File: config.mk
export PLATFORM = sky130hd
export DESIGN_NAME = fir_fp29i_to_fp16
export DESIGN_NICKNAME = d
export VERILOG_FILES = /design/src/rtl/fir_fp29i_to_fp16.sv
export SDC_FILE = /design/constraint.sdc
export NUM_CORES = 1
export LEC_CHECK = 0
export ABC_CLOCK_PERIOD_IN_PS = 4100
export CAP_MARGIN = 20
export CORE_ASPECT_RATIO = 0.8
export CORE_MARGIN = 2
export CORE_UTILIZATION = 65
export DETAILED_ROUTE_END_ITERATION = 6
export DONT_BUFFER_PORTS = 1
export MAX_ROUTING_LAYER = met4
export PLACE_DENSITY = 0.9
export SLEW_MARGIN = 20
export SYNTH_ARGS = -nofsm -noshare
export SYNTH_HDL_FRONTEND = slang
export SYNTH_SLANG_ARGS = --single-unit
File: constraint.sdc
create_clock -name clk_fast -period 4.1 [get_ports clk_fast]
set_input_delay 0.41 -clock clk_fast [delete_from_list [all_inputs] [get_ports clk_fast]]
set_output_delay 0.41 -clock clk_fast [all_outputs]
set_load 0.005 [all_outputs]
File: src/rtl/fir_fp29i_to_fp16.sv
// Serial FP29i -> IEEE FP16 output converter: bit-serial normalize, RNE round, registered result.
// FP16 subnormal outputs are produced only when FIR_OUT_SUBNORM_EN is defined; otherwise they flush to signed zero.
module fir_fp29i_to_fp16 (
   input  logic        clk_fast,
   input  logic        rst_n,
   input  logic        in_valid,
   input  logic [29:0] in_fp29i,
   output logic        in_ready,
   output logic        in_drop,
   output logic [15:0] dout,
   output logic        valid,
   output logic        ovf,
   output logic        unf
);
   typedef enum logic [1:0] {IDLE, NORM, DENORM, ROUND} state_t;

   state_t             r_state;
   state_t             w_next;
   logic               r_s;
   logic [6:0]         r_e;
   logic [21:0]        r_m;
   logic               r_sticky;
   logic [15:0]        r_dout;
   logic               r_valid;
   logic               r_ovf;
   logic               r_unf;
   logic               r_drop;

   logic signed [7:0]  w_e16;
   logic               w_flush;
   logic               w_denorm;
   logic               w_inc;
   logic [4:0]         w_exp5;
   logic [14:0]        w_sum;
   logic [15:0]        w_dout;
   logic               w_ovf;
   logic               w_unf;

   assign w_e16 = $signed({1'b0, r_e}) - 8'sd48;

`ifdef FIR_OUT_SUBNORM_EN
   logic r_flush;
   logic r_denorm;
   assign w_flush  = r_flush;
   assign w_denorm = r_denorm;
`else
   assign w_flush  = (w_e16 < 8'sd1);
   assign w_denorm = 1'b0;
`endif

   // Round-to-nearest-even; a fraction carry ripples into the exponent field.
   assign w_inc  = r_m[10] & ((|r_m[9:0]) | r_sticky | r_m[11]);
   assign w_exp5 = w_denorm ? 5'd0 : w_e16[4:0];
   assign w_sum  = {w_exp5, r_m[20:11]} + {14'd0, w_inc};

   always_comb begin
      w_dout = {r_s, 15'h0000};
      w_ovf  = 1'b0;
      w_unf  = 1'b0;
      if (r_m == 22'd0) begin
         w_unf = 1'b0;
      end else if (w_flush) begin
         w_unf = 1'b1;
      end else if ((!w_denorm && (w_e16 >= 8'sd31)) || (w_sum[14:10] == 5'h1F)) begin
         w_dout = {r_s, 15'h7C00};
         w_ovf  = 1'b1;
      end else begin
         w_dout = {r_s, w_sum};
         w_unf  = w_denorm && (w_sum[14:10] == 5'd0);
      end
   end

   always_comb begin
      w_next = r_state;
      case (r_state)
         IDLE: if (in_valid) w_next = NORM;
         NORM: begin
            if (r_m == 22'd0) begin
               w_next = ROUND;
            end else if (r_m[21] || (r_e == 7'd0)) begin
`ifdef FIR_OUT_SUBNORM_EN
               w_next = ((r_e >= 7'd38) && (r_e <= 7'd48)) ? DENORM : ROUND;
`else
               w_next = ROUND;
`endif
            end
         end
`ifdef FIR_OUT_SUBNORM_EN
         DENORM: if (r_e == 7'd48) w_next = ROUND;
`endif
         ROUND: w_next = IDLE;
         default: w_next = IDLE;
      endcase
   end

   always_ff @(posedge clk_fast or negedge rst_n) begin
      if (!rst_n) r_state <= IDLE;
      else        r_state <= w_next;
   end

   always_ff @(posedge clk_fast or negedge rst_n) begin
      if (!rst_n) begin
         r_s      <= 1'b0;
         r_e      <= 7'd0;
         r_m      <= 22'd0;
         r_sticky <= 1'b0;
         r_dout   <= 16'h0000;
         r_valid  <= 1'b0;
         r_ovf    <= 1'b0;
         r_unf    <= 1'b0;
         r_drop   <= 1'b0;
`ifdef FIR_OUT_SUBNORM_EN
         r_flush  <= 1'b0;
         r_denorm <= 1'b0;
`endif
      end else begin
         r_valid <= 1'b0;
         r_drop  <= in_valid && (r_state != IDLE);
         case (r_state)
            IDLE: begin
               if (in_valid) begin
                  r_s      <= in_fp29i[29];
                  r_e      <= in_fp29i[28:22];
                  r_m      <= in_fp29i[21:0];
                  r_sticky <= 1'b0;
`ifdef FIR_OUT_SUBNORM_EN
                  r_flush  <= 1'b0;
                  r_denorm <= 1'b0;
`endif
               end
            end
            NORM: begin
               if ((r_m != 22'd0) && !r_m[21] && (r_e != 7'd0)) begin
                  r_m <= r_m << 1;
                  r_e <= r_e - 7'd1;
               end
`ifdef FIR_OUT_SUBNORM_EN
               // More than 11 right shifts would leave nothing above the guard bit.
               else if ((r_m != 22'd0) && (r_e <= 7'd48)) begin
                  if (r_e < 7'd38) r_flush  <= 1'b1;
                  else             r_denorm <= 1'b1;
               end
`endif
            end
`ifdef FIR_OUT_SUBNORM_EN
            DENORM: begin
               r_m      <= r_m >> 1;
               r_sticky <= r_sticky | r_m[0];
               r_e      <= r_e + 7'd1;
            end
`endif
            ROUND: begin
               r_dout  <= w_dout;
               r_ovf   <= w_ovf;
               r_unf   <= w_unf;
               r_valid <= 1'b1;
            end
            default: ;
         endcase
      end
   end

   assign in_ready = (r_state == IDLE);
   assign in_drop  = r_drop;
   assign dout     = r_dout;
   assign valid    = r_valid;
   assign ovf      = r_ovf;
   assign unf      = r_unf;
endmodule

==> flow_metrics.env, run 1 <==
export IMPL_finalSetupTns_ps=0
export IMPL_rr_startpoint="r_e[4]"
export IMPL_finClkSkew_ps=7.41
export IMPL_finish_net_count=359
export IMPL_final_period_minus_worst_setup_slack_ps=2870
export IMPL_max_freq_mhz=349
export IMPL_p_switching_mw=1.19
export IMPL_grtUsageTotal_pct=28.0
export IMPL_insertedDiodeCount=0
export IMPL_die_width_microns=78.8
export IMPL_area_of_the_die_sq_um=5030
export IMPL_cts_root_buf="sky130_fd_sc_hd__clkbuf_8"
export IMPL_drt_pass1_iterations=5
export IMPL_dieHeight_microns=63.8
export IMPL_kind_of_end_point_of_the_critical_path="flip-flop"
export IMPL_cts_tree="built"
export IMPL_design_core_area_sq_um=4230
export IMPL_worst_path_max_fanout=29
export IMPL_asyncSetResetFlopFracSynth_pct=100
export IMPL_report_final_hold_viol_count=0
export IMPL_ff2ff_path_depth=8
export IMPL_worst_path_largest_cell_delay_ps=600
export IMPL_final_period_utilization_pct=69.9
export IMPL_dp_hpwl_microns=4350
export IMPL_worst_hold_path_endpoint="r_s"
export IMPL_power_frac_comb_pct=46.1
export IMPL_irDropWorstVdd_v=0.000609
export IMPL_share_of_the_synthesized_area_in_compound_gates_ao_oa_aoi_oai_pct=16.7
export IMPL_pwr_share_seq_pct=41.9
export IMPL_cts_resized_gates=0
export IMPL_vias_per_cell=6.35
export IMPL_grt_pass1_wl_microns=10700
export IMPL_path_buf_inv=2
export IMPL_critical_path_slowest_cell="sky130_fd_sc_hd__or2_1"
export IMPL_vias_in_the_first_global_route=2214
export IMPL_hold_path_depth=2
export IMPL_synthDominantCellAreaShare_pct=44.8
export IMPL_criticalPathCategory="reg -> reg"
export IMPL_mappedNetlistNets=373
export IMPL_synth_simple_area_share_pct=24.8
export IMPL_synth_fa_ha_area_share_pct=3.44
export IMPL_p_clk_share_pct=12.0
export IMPL_clock_tree_htree_level_count=2
export IMPL_flop_to_flop_setup_slack_ps=1230
export IMPL_yosys_mux_area_fraction_pct=1.51
export IMPL_synth_top_family_by_area="simple AND/OR/NAND/NOR gates"
export IMPL_max_slew_margin_pct=51.2
export IMPL_postSynthCellCount=332
export IMPL_port_buffer_cells=0
export IMPL_num_rows=21
export IMPL_yosys_warnings=0
export IMPL_post_synth_top_count_cell="sky130_fd_sc_hd__nand2_1"
export IMPL_area_delta_synth_final_pct=4.26
export IMPL_post_synth_xor_area_fraction_pct=3.62
export IMPL_synth_lib_cells_used_distinct=53
export IMPL_hold_path_class="in -> reg"
export IMPL_synthFlopType="sky130_fd_sc_hd__dfrtp_1"
export IMPL_p_int_mw=1.38
export IMPL_cts_post_setup_buffers_inserted=0
export IMPL_status="finished clean"
export IMPL_place_ws_ps=1270
export IMPL_biggest_area_contributors_in_the_synthesized_netlist="sky130_fd_sc_hd__dfrtp_1, sky130_fd_sc_hd__nand2_1, sky130_fd_sc_hd__a31oi_1, sky130_fd_sc_hd__nor3_1, sky130_fd_sc_hd__ha_1"
export IMPL_leakage_nw=1.28
export IMPL_final_layout_size_suffix_gt1_share_pct=8.78
export IMPL_drt_wl_total_microns=6280
export IMPL_worst_hold_startpoint="in_fp29i[29]"
export IMPL_flops_latches_synth=52
export IMPL_cp_cell_sequence="inv_1, ha_1, nor4b_1, a211oi_1, a21boi_2, buf_4, or2_1, o21ai_0"
export IMPL_drc_errors=0
export IMPL_final_setup_viol_count=0
export IMPL_layout_area_seq_sq_um=1300
export IMPL_max_clock_path_buffers=2
export IMPL_yosysSeqAreaShare_pct=44.8
export IMPL_timing_critical_path_required_ps=4270
export IMPL_power_switching_share_pct=46.3
export IMPL_clock_insertion_delay_worst_skew_ps=320
export IMPL_start_util_pct=68.7
export IMPL_gr_total_overflow=0
export IMPL_layout_filler_cells=323
export IMPL_crit_reg2reg_capture="r_e[1]"
export IMPL_synth_enable_flop_cells=0
export IMPL_rsz0062_at_grt="no"
export IMPL_final_setup_worst_slack_ps=1230
export IMPL_ant_nets=0
export IMPL_number_of_antenna_violations_at_the_first_check_in_global_routing=0
export IMPL_maximum_number_of_pins_on_one_net_before_global_route_repair=53
export IMPL_clock_input_transition_at_the_sequential_cells_of_the_worst_setup_and_hold_paths_ps=90
export IMPL_place_gp_congestion=0.895
export IMPL_cp_launch_type="flip-flop"
export IMPL_area_occupied_by_multi_input_gates_sq_um=1460
export IMPL_worstPathArrival_ps=3030
export IMPL_yosys_top_cell_by_area="sky130_fd_sc_hd__dfrtp_1"
export IMPL_routed_wire_length_per_instance_microns=16.7
export IMPL_power_density_nw_per_um2=847
export IMPL_via_count=2388
export IMPL_syn_cell_area_sq_um=2910
export IMPL_cts_buffers=5
export IMPL_boundaryPins=54
export IMPL_cp_top_family="simple AND/OR/NAND/NOR gates"
export IMPL_timing_worst_slew_pin_value_ps=731
export IMPL_avgSynthCellArea_sq_um=8.75
export IMPL_synthTopCellsByCount="sky130_fd_sc_hd__nand2_1, sky130_fd_sc_hd__dfrtp_1, sky130_fd_sc_hd__nor3_1"
export IMPL_maxCapViolCount=0
export IMPL_cts_sinks=52
export IMPL_detail_route_iter0_violations=231
export IMPL_slew_limit_fails=0
power by group through the flow:
| stage | registers (mW) | clock network [mW] | logic, mW |
|---|---|---|---|
| 3_3_place_gp | 1.06 | 0 | 1.12 |
| 6_report | 1.08 | 0.308 | 1.18 |
| 5_1_grt | 1.12 | 0.336 | 1.35 |
| 3_5_place_dp | 1.08 | 0 | 1.17 |
| 2_1_floorplan | 0.918 | 0 | 1.08 |
| 4_1_cts | 1.07 | 0.312 | 1.18 |
worst max path at each step:
stage	cells after the start	startpoint	end
2_1_floorplan	9	r_e[4]	r_e[6]
3_3_place_gp	8	r_e[4]	r_m[12]
3_5_place_dp	8	r_e[4]	r_e[1]
4_1_cts	8	r_e[4]	r_e[1]
5_1_grt	8	r_e[4]	r_m[12]
6_report	8	r_e[4]	r_e[1]
final cells by class:
class / instances / share of cell area (%)
clock buffer: 6 / 2.73
clock inverter: 2 / 0.330
inverter: 10 / 1.24
multi-input combinational: 243 / 48.2
sequential: 52 / 42.9
tap: 57 / 2.35
timing repair buffer: 6 / 2.23
flip-flops by register name, summed over array words and instances, names as in the netlist:
name,count
r_m,22
dout,16
r_e,7
r_state,2
in_drop,1
ovf,1
r_s,1
unf,1
valid,1
worst register-to-register path: cells and delay by family, from the launching register on:
family          cells  cell delay (ps)
compound gates      3              640
fa+ha+maj           1              270
buf+inv             2              500
flops               1              540
simple gates        2              780
per-layer routing:
| layer | GRT usage [%] | routed length, microns | vias up |
|---|---|---|---|
| met3 | 5.51 | 434 | 8 |
| met5 | - | 0 | - |
| li1 | - | - | 1156 |
| met4 | 10.3 | 87 | 0 |
| met1 | 39.6 | 2930 | 1128 |
| met2 | 40.4 | 2820 | 96 |
cell families after synthesis:
group                      count (synthesis)
AOI/OAI and AO/OA                         73
xor gates and xnor gates                  12
adders and majority gates                  8
buffers and inverters                     37
DFF                                       52
muxes                                      4
and+or+nand+nor                          146
placed cells by master (no fill, tap or decap), drive strengths merged, types with 2 or more instances in the layout:
master / n
nand2: 74
dfrtp: 52
nor3: 24
a31oi: 21
o21ai: 21
inv: 10
nand3: 9
nor2: 9
ha: 8
xnor2: 6
xor2: 6
a22o: 6
clkbuf: 6
nor4: 6
a21oi: 5
nand4: 5
buf: 5
o221ai: 4
a211oi: 4
mux2: 3
or4: 3
or2: 3
and2: 2
nor2b: 2
and4: 2
and3: 2
clkinv: 2
a21boi: 2
through the flow:
step / hold WS [ps] / util, % / instances / power [mW] / instance area (sq um)
2_1_floorplan: 114 / - / 332 / 1.99 / 2910
3_3_place_gp: 116 / 68.6 / 366 / 2.18 / 2900
3_5_place_dp: 115 / 68.6 / 366 / 2.24 / 2900
4_1_cts: 192 / 71.6 / 376 / 2.56 / 3030
5_1_grt: 190 / 71.6 / 376 / 2.81 / 3030
6_report: 198 / 71.6 / 376 / 2.57 / 3030
repair_timing:
item                                    in CTS  in global routing
endpoints found under the setup margin       0                  0
endpoints found under the hold margin       52                  0
hold buffers                                 2                  0
Note: power is estimated with default switching activity, not from simulation.
==> inputs of run 2 (changes only) <==
--- a/config.mk
+++ b/config.mk
@@ -5,15 +5,15 @@
 export SDC_FILE = /design/constraint.sdc
 export NUM_CORES = 1
 export LEC_CHECK = 0
-export ABC_CLOCK_PERIOD_IN_PS = 4100
+export ABC_CLOCK_PERIOD_IN_PS = 2900
 export CAP_MARGIN = 20
 export CORE_ASPECT_RATIO = 0.8
 export CORE_MARGIN = 2
-export CORE_UTILIZATION = 65
+export CORE_UTILIZATION = 63
 export DETAILED_ROUTE_END_ITERATION = 6
 export DONT_BUFFER_PORTS = 1
 export MAX_ROUTING_LAYER = met4
-export PLACE_DENSITY = 0.9
+export PLACE_DENSITY = 0.88
 export SLEW_MARGIN = 20
 export SYNTH_ARGS = -nofsm -noshare
 export SYNTH_HDL_FRONTEND = slang
==> constraint.sdc (replaced) <==
create_clock -name clk_fast -period 2.9 [get_ports clk_fast]
set_input_delay 0.29 -clock clk_fast [delete_from_list [all_inputs] [get_ports clk_fast]]
set_output_delay 0.29 -clock clk_fast [all_outputs]
set_load 0.005 [all_outputs]
==> run 2 against run 1 <==
- largest power group unchanged
- cell count increased by 1.9%
- combinational power increased by 47%
- critical path type unchanged
- clock skew decreased by 1.9 ps
- critical path depth decreased by 1
- sequential power increased by 43%
- first-iteration DRC count decreased by 4.3%
- clock power increased by 58%
==> flow_metrics.env, run 2 (synthesis results as in run 1) <==
export IMPL_status="finished clean"
export IMPL_final_period_utilization_pct=84.5
export IMPL_place_gp_congestion=0.889
export IMPL_boundaryPins=54
export IMPL_final_period_minus_worst_setup_slack_ps=2450
export IMPL_drt_pass1_iterations=6
export IMPL_die_width_microns=79.9
export IMPL_drt_wl_total_microns=6580
export IMPL_finalSetupTns_ps=0
export IMPL_area_delta_synth_final_pct=5.94
export IMPL_maxCapViolCount=0
export IMPL_drc_errors=0
export IMPL_most_common_layout_cells="sky130_fd_sc_hd__nand2_1, sky130_fd_sc_hd__dfrtp_1, sky130_fd_sc_hd__nor3_1"
export IMPL_timing_worst_slew_pin_value_ps=725
export IMPL_grtUsageTotal_pct=28.0
export IMPL_port_buffer_cells=0
export IMPL_power_density_nw_per_um2=1220
export IMPL_vias_per_cell=6.33
export IMPL_cts_post_setup_buffers_inserted=0
export IMPL_cts_buffers=5
export IMPL_final_setup_viol_count=0
export IMPL_grt_pass1_wl_microns=11000
export IMPL_leakage_nw=1.30
export IMPL_hold_slack_ps=88.4
export IMPL_design_core_area_sq_um=4510
export IMPL_vias_in_the_first_global_route=2253
export IMPL_report_final_hold_viol_count=0
export IMPL_insertedDiodeCount=0
export IMPL_cts_root_buf="sky130_fd_sc_hd__clkbuf_8"
export IMPL_routed_wire_length_per_instance_microns=17.2
export IMPL_clock_insertion_delay_worst_skew_ps=300
export IMPL_final_layout_size_suffix_gt1_share_pct=9.60
export IMPL_dieHeight_microns=64.8
export IMPL_max_freq_mhz=408
export IMPL_rsz0062_at_grt="no"
export IMPL_finish_net_count=363
export IMPL_worst_path_max_fanout=10
export IMPL_finClkSkew_ps=5.50
export IMPL_largest_register_ffs=22
export IMPL_max_clock_path_buffers=2
export IMPL_start_util_pct=64.4
export IMPL_irDropWorstVdd_v=0.000807
export IMPL_cts_tree="built"
export IMPL_clock_tree_htree_level_count=2
export IMPL_layout_cells_most_common="sky130_fd_sc_hd__nand2_1"
export IMPL_area_of_the_die_sq_um=5180
export IMPL_hold_path_class="in -> reg"
export IMPL_gr_total_overflow=0
export IMPL_layout_cells_non_filler=383
export IMPL_clock_input_transition_at_the_sequential_cells_of_the_worst_setup_and_hold_paths_ps=90
export IMPL_cp_launch_type="flip-flop"
export IMPL_place_detailed_instances=373
export IMPL_detail_route_iter0_violations=221
export IMPL_max_slew_margin_pct=51.5
export IMPL_ant_nets=0
export IMPL_worstPathArrival_ps=2620
export IMPL_slew_limit_fails=0
export IMPL_utilization_pct=68.2
export IMPL_dp_hpwl_microns=4540
export IMPL_criticalPathCategory="reg -> reg"
export IMPL_postCtsHoldBufs=2
export IMPL_num_rows=22
export IMPL_flop_to_flop_setup_slack_ps=450
export IMPL_kind_of_end_point_of_the_critical_path="flip-flop"
export IMPL_timing_critical_path_required_ps=3070
export IMPL_maximum_number_of_pins_on_one_net_before_global_route_repair=53
export IMPL_top_register="r_m"
export IMPL_cts_resized_gates=0
export IMPL_via_count=2425
export IMPL_number_of_antenna_violations_at_the_first_check_in_global_routing=0
export IMPL_cts_sinks=52
## run 2: cell type report
class / count / area (sq um)
clock buffers: 6 / 72.6
inverters: 10 / 37.5
flip-flops and latches: 52 / 1300
fillers: 364 / 1440
clock inverters: 2 / 35.0
multi-input cells: 243 / 1460
well taps: 60 / 75.1
repair buffers: 10 / 97.6
## run 2: worst paths after layout
kind	from	end	cells after the start
worst min register to register	r_s	r_s	2
max in group asynchronous	rst_n	r_e[4]	2
worst max register to register	r_e[0]	dout[5]	7
worst max-delay path	r_e[0]	dout[5]	7
worst min-delay path	in_fp29i[29]	r_s	2
min in group asynchronous	rst_n	dout[9]	2
## run 2: metal layers
layer  up-vias  part of all wire [%]  GRT usage, %
met4         0                  0.93          6.57
li1       1161                     -             -
met2       111                    47          40.1
met1      1146                    45          40.2
met3         7                   7.2          6.96
met5         -                     0             -
## run 2: power breakdown
group	switching, mW	total, mW	internal, mW
Clock	0.231	0.488	0.256
Combinational	1.02	1.74	0.721
Sequential	0.468	1.54	1.07
Total	1.72	3.76	2.05
## run 2: stage by stage
stage / area (sq um) / worst slack, ps / total power [mW]
after floorplan: 2910 / 753 / 2.82
after detailed placement: 2930 / 476 / 3.23
after global placement: 2930 / 552 / 3.14
after global routing: 3080 / 233 / 4.10
final: 3080 / 450 / 3.76
after CTS: 3080 / 456 / 3.75
## run 2: critical path, cell delays in order, from the launching register on
cell	delay [ps]
sky130_fd_sc_hd__dfrtp_1	500
sky130_fd_sc_hd__inv_1	220
sky130_fd_sc_hd__ha_1	220
sky130_fd_sc_hd__or3b_2	510
sky130_fd_sc_hd__a211oi_1	350
sky130_fd_sc_hd__a211oi_2	150
sky130_fd_sc_hd__o211ai_2	230
sky130_fd_sc_hd__o21ai_0	150
